$ cat config.mk
export PLATFORM = sky130hd
export DESIGN_NAME = booth_step
export DESIGN_NICKNAME = d
export VERILOG_FILES = /design/src/rtl/booth_pkg.sv /design/src/rtl/booth_pp_gen.sv /design/src/rtl/booth_step.sv
export SDC_FILE = /design/constraint.sdc
export NUM_CORES = 1
export LEC_CHECK = 0
export ABC_CLOCK_PERIOD_IN_PS = 11690
export CAP_MARGIN = 5
export CORE_MARGIN = 1
export CORE_UTILIZATION = 51
export DETAILED_ROUTE_END_ITERATION = 8
export PLACE_DENSITY = 0.83
export SLEW_MARGIN = 20
export SYNTH_ARGS = -nofsm -noshare
export SYNTH_HDL_FRONTEND = slang
export SYNTH_SLANG_ARGS = --single-unit
$ cat constraint.sdc
create_clock -name clk -period 11.69 [get_ports clk]
set_input_delay 2.338 -clock clk [delete_from_list [all_inputs] [get_ports clk]]
set_output_delay 2.338 -clock clk [all_outputs]
set_load 0.03 [all_outputs]
$ cat src/rtl/booth_pkg.sv
// Shared definitions for the radix-4 Booth step: window codes, decoded
// operation type and default operand widths.
package booth_pkg;

  localparam int MW_DEF = 8;
  localparam int AW_DEF = 16;

  // Booth window codes {b(2i+1), b(2i), b(2i-1)}; zero and +/-M each have two encodings.
  localparam logic [2:0] ZERO_A    = 3'b000;
  localparam logic [2:0] ZERO_B    = 3'b111;
  localparam logic [2:0] PLUS_M_A  = 3'b001;
  localparam logic [2:0] PLUS_M_B  = 3'b010;
  localparam logic [2:0] PLUS_2M   = 3'b011;
  localparam logic [2:0] MINUS_2M  = 3'b100;
  localparam logic [2:0] MINUS_M_A = 3'b101;
  localparam logic [2:0] MINUS_M_B = 3'b110;

  typedef enum logic [2:0] {
    op_zero,
    op_pos1,
    op_pos2,
    op_neg1,
    op_neg2
  } op_t;

  function automatic op_t decode_op(input logic [2:0] window);
    op_t op;
    op = op_zero;
    case (window)
      ZERO_A, ZERO_B:         op = op_zero;
      PLUS_M_A, PLUS_M_B:     op = op_pos1;
      PLUS_2M:                op = op_pos2;
      MINUS_2M:               op = op_neg2;
      MINUS_M_A, MINUS_M_B:   op = op_neg1;
      default:                op = op_zero;
    endcase
    return op;
  endfunction

endpackage

$ cat src/rtl/booth_pp_gen.sv
// Combinational Booth partial-product generator: decodes the window and
// produces the AW-bit sign-extended partial product {0, +/-M, +/-2M}.
module booth_pp_gen
  import booth_pkg::*;
#(
  parameter int MW = MW_DEF,
  parameter int AW = AW_DEF
) (
  input  logic [2:0]    mult_1,
  input  logic [MW-1:0] mult_2,
  output logic [AW-1:0] pp
);

  op_t           op;
  logic [AW-1:0] m_ext;
  logic [AW-1:0] mag;

  assign op    = decode_op(mult_1);
  assign m_ext = {{(AW-MW){mult_2[MW-1]}}, mult_2};

  // Negating after widening to AW bits keeps -(-2^(MW-1)) exact.
  always_comb begin
    // NOTE: every output of a combinational block gets a default first so no latch is inferred.
    mag = '0;
    pp  = '0;
    case (op)
      op_pos1, op_neg1: mag = m_ext;
      op_pos2, op_neg2: mag = m_ext << 1;
      default:          mag = '0;
    endcase
    if (op == op_neg1 || op == op_neg2) pp = ~mag + AW'(1);
    else                                pp = mag;
  end

endmodule

$ cat src/rtl/booth_step.sv
// One registered radix-4 Booth step: mult_next <= mult_pre + PP(window, M),
// with a ready flag that mirrors the enable one cycle later.
module booth_step
  import booth_pkg::*;
#(
  parameter int MW = MW_DEF,
  parameter int AW = AW_DEF
) (
  input  logic          clk,
  input  logic          rst_n,
  input  logic          en,
  input  logic [2:0]    mult_1,
  input  logic [MW-1:0] mult_2,
  input  logic [AW-1:0] mult_pre,
  output logic [AW-1:0] mult_next,
  output logic          rdy
);

  logic [AW-1:0] pp;
  logic [AW-1:0] mult_next_d, mult_next_q;
  logic          rdy_d, rdy_q;

  booth_pp_gen #(
    .MW (MW),
    .AW (AW)
  ) u_pp_gen (
    .mult_1 (mult_1),
    .mult_2 (mult_2),
    .pp     (pp)
  );

  // Sum wraps modulo 2^AW; the carry-out is intentionally dropped.
  always_comb begin
    mult_next_d = mult_next_q;
    rdy_d       = en;
    if (en) mult_next_d = mult_pre + pp;
  end

  // rst_n is an active-high synchronous reset despite its name.
  always_ff @(posedge clk) begin
    // NOTE: state registers use non-blocking assignments so all flops update from pre-edge values.
    if (rst_n) begin
      mult_next_q <= '0;
      rdy_q       <= 1'b0;
    end else begin
      mult_next_q <= mult_next_d;
      rdy_q       <= rdy_d;
    end
  end

  assign mult_next = mult_next_q;
  assign rdy       = rdy_q;

endmodule

After elaboration in Yosys (flattened, before gate mapping)
Memory sizes are Yosys's and may differ from the RTL's.
Cells that the tools add are included.
{"block": "totals", "regBits": 17, "romBits": 24, "in_bits": 30, "out_inout_bits": 17, "word_cells": 15, "memories": 1}
{"memory": "(no name shown)", "words": 8, "width": 3, "rd": 1, "rd_clocked_by_memory_dff": 0, "wr": 0, "line": "booth_pkg.sv:29", "rtl": "case (window)"}
{"block": "op_classes", "n_addsub": 2, "n_eq_ne": 4, "n_mux": 2, "bitwise": 1, "n_reduce_logical": 3}
{"cell": "$pmux 16 s2", "count": 1}
{"cell": "$add 16x1->16 const B", "count": 1}
{"cell": "$add 16x16->16", "count": 1}
{"cell": "$mux 16", "count": 1}
{"cell": "$not 16->16", "count": 1}
{"cell": "$eq 3x2->1 const B", "count": 2}
{"cell": "$reduce_or 2->1", "count": 2}
{"cell": "$eq 3x1->1 const B", "count": 1}
{"cell": "$eq 3x3->1 const B", "count": 1}
{"cell": "$logic_or 1x1->1", "count": 1}

Depth between registers and ports, before layout
Gate-level depths: netlist of run 1.
An unclocked memory read counts as a cell.
{"block": "depth", "depth_word": 8, "mapped_depth": 18, "ltp_nobuf": 17}

Cells and area by module
Synthesis of run 1 repeated with hierarchy kept, for this count alone.
{"block": "unflattened", "hier_cells": 232, "hier_area_um2": 1938.1}
{"mod": "booth_step", "n_inst": 1, "cells_per_inst": 164, "area_per_inst_um2": 1376.3, "seq_area_each_um2": 340.3}
{"mod": "booth_pp_gen", "n_inst": 1, "cells_per_inst": 68, "area_per_inst_um2": 561.8, "seq_area_each_um2": 0.0}

Worst setup path before layout of run 1
OpenSTA, ideal clock, no wires.
{"block": "synth_timing", "kind": "input to register", "startpoint": "input mult_1[0]", "endpoint": "register mult_next_q[15], in the netlist mult_next[15]", "setup_ns": 0.088, "arrival_time_ns": 5.363, "required_time_ns": 11.602, "slack_ns": 6.239, "path_stages": 17, "cell_sequence": "inv_1 > ha_1 > buf_6 > buf_8 > a32oi_1 > and3_4 > and2_2 > a31oi_1 > xnor2_1 > ha_1 > nand2_1 > o21a_1 > o21ai_1 > a311o_1 > a211oi_2 > or3_1 > a311oi_2"}
{"block": "synth_via", "elab_chain_len": 8}
{"item": "start, declared", "line": "booth_step.sv:12", "rtl": "input logic [2:0] mult_1,"}
{"item": "$mem_v2 8x3 (*)"}
{"item": "$eq 3x2->1, or another cell as far along", "line": "booth_pp_gen.sv:26", "rtl": "case (op)"}
{"item": "$reduce_or 2->1", "line": "booth_pp_gen.sv:26"}
{"item": "$pmux 16 s2", "line": "booth_pp_gen.sv:26"}
{"item": "$not 16->16", "line": "booth_pp_gen.sv:31", "rtl": "if (op == op_neg1 || op == op_neg2) pp = ~mag + AW'(1);"}
{"item": "$add 16x1->16", "line": "booth_pp_gen.sv:31"}
{"item": "$mux 16 (*)", "line": "booth_pp_gen.sv:31"}
{"item": "$add 16x16->16 (*)", "line": "booth_step.sv:36", "rtl": "if (en) mult_next_d = mult_pre + pp;"}
{"item": "end signal, assigned", "line": "booth_step.sv:46", "rtl": "mult_next_q <= mult_next_d;"}
{"item": "end, declared", "line": "booth_step.sv:20", "rtl": "logic [AW-1:0] mult_next_d, mult_next_q;"}
Mark *: on every way between the ends. The rest lies on a longest branch, timed or not.
A chain may end at the register's enable or synchronous reset.

Final worst setup path of run 1
Ends and elaborated chain as after synthesis.

==> results of run 1 <==
## state kept, by name (all words and copies together), names as in the netlist
register and flops:
rdy 1, mult_next 16
## cells by family after synthesis
| group | count (synthesis) |
|---|---|
| fa+ha+maj | 21 |
| flops | 17 |
| mux | 9 |
| xor+xnor | 16 |
| compound gates | 73 |
| buf+inv | 21 |
| simple gates | 60 |
## final timing paths
path / depth (start not counted) / end / from
worst max register to register: 2 / mult_next[8] / mult_next[8]
worst min register to register: 2 / mult_next[2] / mult_next[2]
worst max-delay path: 17 / mult_next[15] / mult_1[0]
worst min-delay path: 2 / mult_next[2] / mult_next[2]
## worst min-delay path, cell delays in order (launching register included)
cell and delay [ps]:
dfxtp_1 320, nor2_1 80, a211oi_1 50
## metal layers
layer	part of all wire, %	GRT usage [%]	vias up	routed length, µm
met5	0	0	-	0
met4	1.9	6.69	0	76
met3	2.5	1.64	8	99
met2	45	35.2	41	1770
met1	50	29.5	762	1970
li1	-	-	891	-
## layout make-up
type / count / share of cell area [%]
Sequential cell: 17 / 14.7
Multi-Input combinational cell: 179 / 59.8
Clock buffer: 4 / 1.13
Tap cell: 46 / 2.48
Inverter: 13 / 2.10
Timing Repair Buffer: 46 / 19.8
## through the flow
stage | setup WS [ps] | power (W)
after global placement | 5230 | 0.000270
after floorplan | 6240 | 0.000221
after global routing | 4960 | 0.000330
after detailed placement | 5090 | 0.000274
final | 5380 | 0.000303
after CTS | 5360 | 0.000304
## synth_stat cells, types with 2 or more instances
master     n  area share, %
a211o_1    2           0.94
a211oi_1   2           0.81
a21o_1     7            2.8
a21oi_1   14            3.8
a22oi_1    3            1.2
a31oi_1    7            2.4
a32oi_1    5            2.4
and2b_1    3            1.2
and3_1     3            1.0
and3_4     2            1.2
buf_6      5            3.0
dfxtp_1   17             18
ha_1      20             13
inv_1     12            2.4
mux2i_1    8            4.3
nand2_1   10            2.0
nand2b_1   5            1.7
nand3_1    4            1.1
nor2_1    20            4.0
nor2b_1    4            1.3
nor4b_1    2           0.94
o21a_1     3            1.2
o21ai_0    7            1.9
o21ai_1    2           0.54
o21bai_1   2           0.81
o22ai_1    2           0.67
o311ai_0   2           0.94
xnor2_1   14            6.6
xor2_1     2           0.94
## report_power, final
part	internal [W]	leakage [nW]	switching (W)	total, W
clock	0.0000132	0.0150	0.0000159	0.0000291
combinational	0.0000912	0.842	0.000108	0.000200
sequential	0.0000689	0.141	0.00000521	0.0000741
total	0.000173	0.998	0.000130	0.000303
==> run metrics, run 1 <==
crit-path max cell delay ~690 ps; post-synthesis sequential area ratio 18.3%; DRC viols 0; row count 21; grt ovf 0; core area 3420 µm²; GPL Wtd Cong ~0.85; Worst setup EP type flop; IO buf count 46; final setup vio count 0; Max Fclk ~0.16 GHz; ys async rst share 0%; largest net degree at the start of global routing 29; TritonCTS clock tree yes; DP HPWL 3.26 mm; Final Max Slew Viols 0; 1st-iter DRT viols 83; die height 62.4 µm; Critical Path RT ~12000 ps; Die W 62.4 µm; Root Buffer clkbuf_4; Placed Instance Area 2290 µm²; antenna viol nets, final 0; Worst Setup Path Type input port to flop; Synth Area in Adders 14.5%; status complete, no violations; main combinational cell family by area after synthesis compound AO/OA/AOI/OAI gates; RSZ-0062 raised after global routing false; Clock Path Buffers 2; total length of routed wires 3.91 mm; routed length per placed instance 12.8 µm; Ys Warns 0; Synth Cell Area 1860 µm²; CP max-delay cell ha_1; fin area 2320 µm²; vias in the first global route approximately 1600; Max FO, Critical Path 22; Worst-Skew Late Latency 270 ps; CP top delay family compound AO/OA/AOI/OAI gates; Worst Clk Skew 0 ps; Post-Syn Instances roughly 220; fill count 303; flop and latch count out of synthesis 17; area of the multi-input gates 1390 µm²; first-pass GRT wire length about 6.9 mm; TritonRoute pass-1 iters 4; flop2flop setup slack approximately 11000 ps; Tcrit/Tclk final 54.0%; area share of xor/xnor cells in the synthesized design 7.54%; commonest non-fill, non-tap cell in the layout clkdlybuf4s50_1; Final Hold Viols 0; Final Instance Count excl. Fillers 305; max_cap viols 0; Reg clk slew, reported paths ~90 ps; Global Route Usage Sum 21.3%; via count 1702; final core area utilization 67.9%; Cells after DPL about 300; critical path launch point type input port; vias per inst around 5.6; clk sinks 17; syn avg cell area 8.57 µm²; CTS Hold Bufs 0; most frequent cells in the layout clkdlybuf4s50_1 (46), nor2_1 (20), ha_1 (20), dfxtp_1 (17); Static Leak 0.998 nW; Hold Crit Class flop to flop; post-CTS setup repair buffer count 0; Sequential Area roughly 340 µm²; P per Cell Area 130 nW/µm²; antenna diode count 0; # nets final 311; die area 3890 µm²; H-tree levels 1; Num CTS Buffers 3; worst-path cell chain clkdlybuf4s50_1 > inv_1 > ha_1 > and2b_1 > a32oi_1 > and3_4 > and2_2 > a21oi_1 > xnor2_1 > ha_1 > a21oi_1 > o21a_1 > o21ai_1 > a311o_1 > a211oi_2 > o21ai_1 > a311oi_2; antenna violations before repair 0; Synth Area in Compound Gates between 30% and 40%; share of layout cells above drive strength 1 6.56%; distinct cell type count after synthesis 57; mux cell area share after synthesis 5.11%; post-cts repair resize count 0; Synth Flop Type dfxtp_1; starting density of the core a little over half; hold slack between 400 and 500 ps; Worst VDD drop 0.0000492 V; Arrival @ worst endpoint about 6500 ps; Critical path buffers and inverters 2; Mapped Nets 268; minimum clock period 6310 ps; setup tns final 0 ps; max_slew headroom just under 30%; actual slew at the worst max-slew pin 1050 ps; Post-synth EDFFs 0; Area Overhead vs Synth 24.8%; total I/O pin count 47; Simple-Gate Fraction of Synth Area approximately 17%
Power figures use the tool's default switching activity.
==> run 2, diff against run 1 <==
- ABC_CLOCK_PERIOD_IN_PS: 11690 -> 5300
- CORE_UTILIZATION: 51 -> 45
- PLACE_DENSITY: 0.83 -> 0.77
- clock period: 11.69 -> 5.3 ns (I/O delays scaled with it)
==> run metrics, run 2 (synthesized netlist as in run 1, its figures left out) <==
Tcrit/Tclk final 89.7%; WL met1 1.95 mm; Final Hold Viols 0; Global Route Usage Sum 18.6%; Placed Instance Area 2310 µm²; Hold Crit Class flop to flop; hold wc startpoint mult_next[13]; RSZ-0062 raised after global routing false; die area 4390 µm²; hold slack 477 ps; flop2flop setup slack 4450 ps; total length of routed wires around 3.8 mm; Area Overhead vs Synth 26.5%; CP max-delay cell clkdlybuf4s50_1; antenna violations before repair 0; CTS Hold Bufs 0; grt ovf 0; clk sinks 17; Int Power around 0.00041 W; vias per inst ~5.4; TritonCTS clock tree yes; routed length per placed instance 12.3 µm; DRC viols 0; Final Instance Count excl. Fillers 310; critical path launch point type input port; Static Leak about 1 nW; Seq pwr share 23.6%; first-pass GRT wire length ~6.5 mm; post-CTS setup repair buffer count 0; Min-Delay Endpoint mult_next[13]; Worst-Skew Late Latency 240 ps; hold path depth 2; most frequent cells in the layout clkdlybuf4s50_1 (46), nor2_1 (20), ha_1 (20), dfxtp_1 (17); Reg clk slew, reported paths 60 ps; Worst Clk Skew 0 ps; max_cap viols 0; via count 1663; path depth of the worst reg2reg path 2; antenna viol nets, final 0; TritonRoute pass-1 iters 4; actual slew at the worst max-slew pin about 1100 ps; Worst setup EP type flop; Final Max Slew Viols 0; # nets final roughly 310; Root Buffer clkbuf_8; worst-path cell chain clkdlybuf4s50_1 > inv_1 > ha_1 > buf_4 > nor2b_1 > a32oi_1 > and3_4 > nand3_1 > nand2_1 > xnor2_1 > ha_1 > a21oi_1 > o21a_1 > o21ai_1 > a311o_1 > a211oi_2 > o21ai_1 > a311oi_2; share of layout cells above drive strength 1 under 10%; fin area 2350 µm²; clock share of power 13.3%; post-cts repair resize count 0; Max Used Layer met4; IO buf count 46; crit-path max cell delay 480 ps; max reg flops 16; GPL Wtd Cong ~0.85; DP HPWL 3.18 mm; Cells after DPL 306; Die W 66.3 µm; P per Cell Area 296 nW/µm²; largest net degree at the start of global routing 29; antenna diode count 0; sw power 0.000289 W; core area 3970 µm²; worst r2r dst mult_next[8]; DR WL met3 between 80 and 90 µm; 1st-iter DRT viols 73; Max Fclk around 0.21 GHz; Worst VDD drop 0.0000947 V; r2r startpoint mult_next[8]; setup tns final 0 ps; vias in the first global route 1505; Largest Register mult_next; status complete, no violations; WL met2 ~1.8 mm; max_slew headroom 29.0%; H-tree levels 1; Critical Path RT 5450 ps; Num CTS Buffers 3; Gate power share 63.2%; minimum clock period around 4800 ps; Max FO, Critical Path 13; switch share 41.5%; starting density of the core 46.8%; die height 66.3 µm; final setup vio count 0; row count 23; Worst Setup Path Type input port to flop; commonest non-fill, non-tap cell in the layout clkdlybuf4s50_1; Clock Path Buffers 2; total I/O pin count 47; Arrival @ worst endpoint 4910 ps
## run 2: changes by cell type in the layout (fill, tap and decap cells not counted)
cell,before,now
buf_4,0,1
clkbuf_4,3,0
clkbuf_8,0,3
## run 2: final cells by class
type	count	area (µm²)
Fill cell	371	1620
Clock buffer	4	45.0
Inverter	13	48.8
Sequential cell	17	340
Tap cell	50	62.6
Multi-Input combinational cell	179	1390
Timing Repair Buffer	47	468
## run 2: critical path, delay by kind of cell
kind / cells / cell delay, ps
buf+inv: 3 / 770
fa+ha+maj: 2 / 740
simple gates: 4 / 540
xor+xnor: 1 / 140
compound gates: 8 / 1670
## run 2: power by group through the flow
stage,clock [W],combinational (W),sequential (W)
6_report,0.0000924,0.000439,0.000164
5_1_grt,0.000101,0.000484,0.000167
4_1_cts,0.0000949,0.000440,0.000164
3_5_place_dp,0,0.000439,0.000166
3_3_place_gp,0,0.000430,0.000166
2_1_floorplan,0,0.000275,0.000213
## run 2: metal layers
layer | GRT usage [%] | vias up
met3 | 0.517 | 2
met4 | 4.79 | 0
li1 | - | 888
met5 | 0 | -
met2 | 31.8 | 38
met1 | 25.5 | 735
## run 2: how the worst max path moves through the flow
stage                    end  cells past startpoint       from  slack (ps)
4_1_cts        mult_next[15]                     17  mult_1[0]         550
6_report       mult_next[15]                     18  mult_1[0]         540
3_3_place_gp   mult_next[15]                     17  mult_1[0]         380
3_5_place_dp   mult_next[15]                     17  mult_1[0]         300
2_1_floorplan  mult_next[15]                     17  mult_1[0]        1130
5_1_grt        mult_next[15]                     18  mult_1[0]         250
## run 2: through the flow
stage	power (W)	setup WS [ps]	utilization (%)
finish	0.000696	544	59.2
global route	0.000752	245	59.2
CTS	0.000699	549	59.2
detailed placement	0.000605	297	58.1
global placement	0.000596	380	58.1
floorplan	0.000488	1130	-
==> run 3, diff against run 2 <==
- CTS_CLUSTER_SIZE: unset -> 8
==> results of run 3 <==
Same layout as run 2: the final DEF is identical, and so are final timing and power.
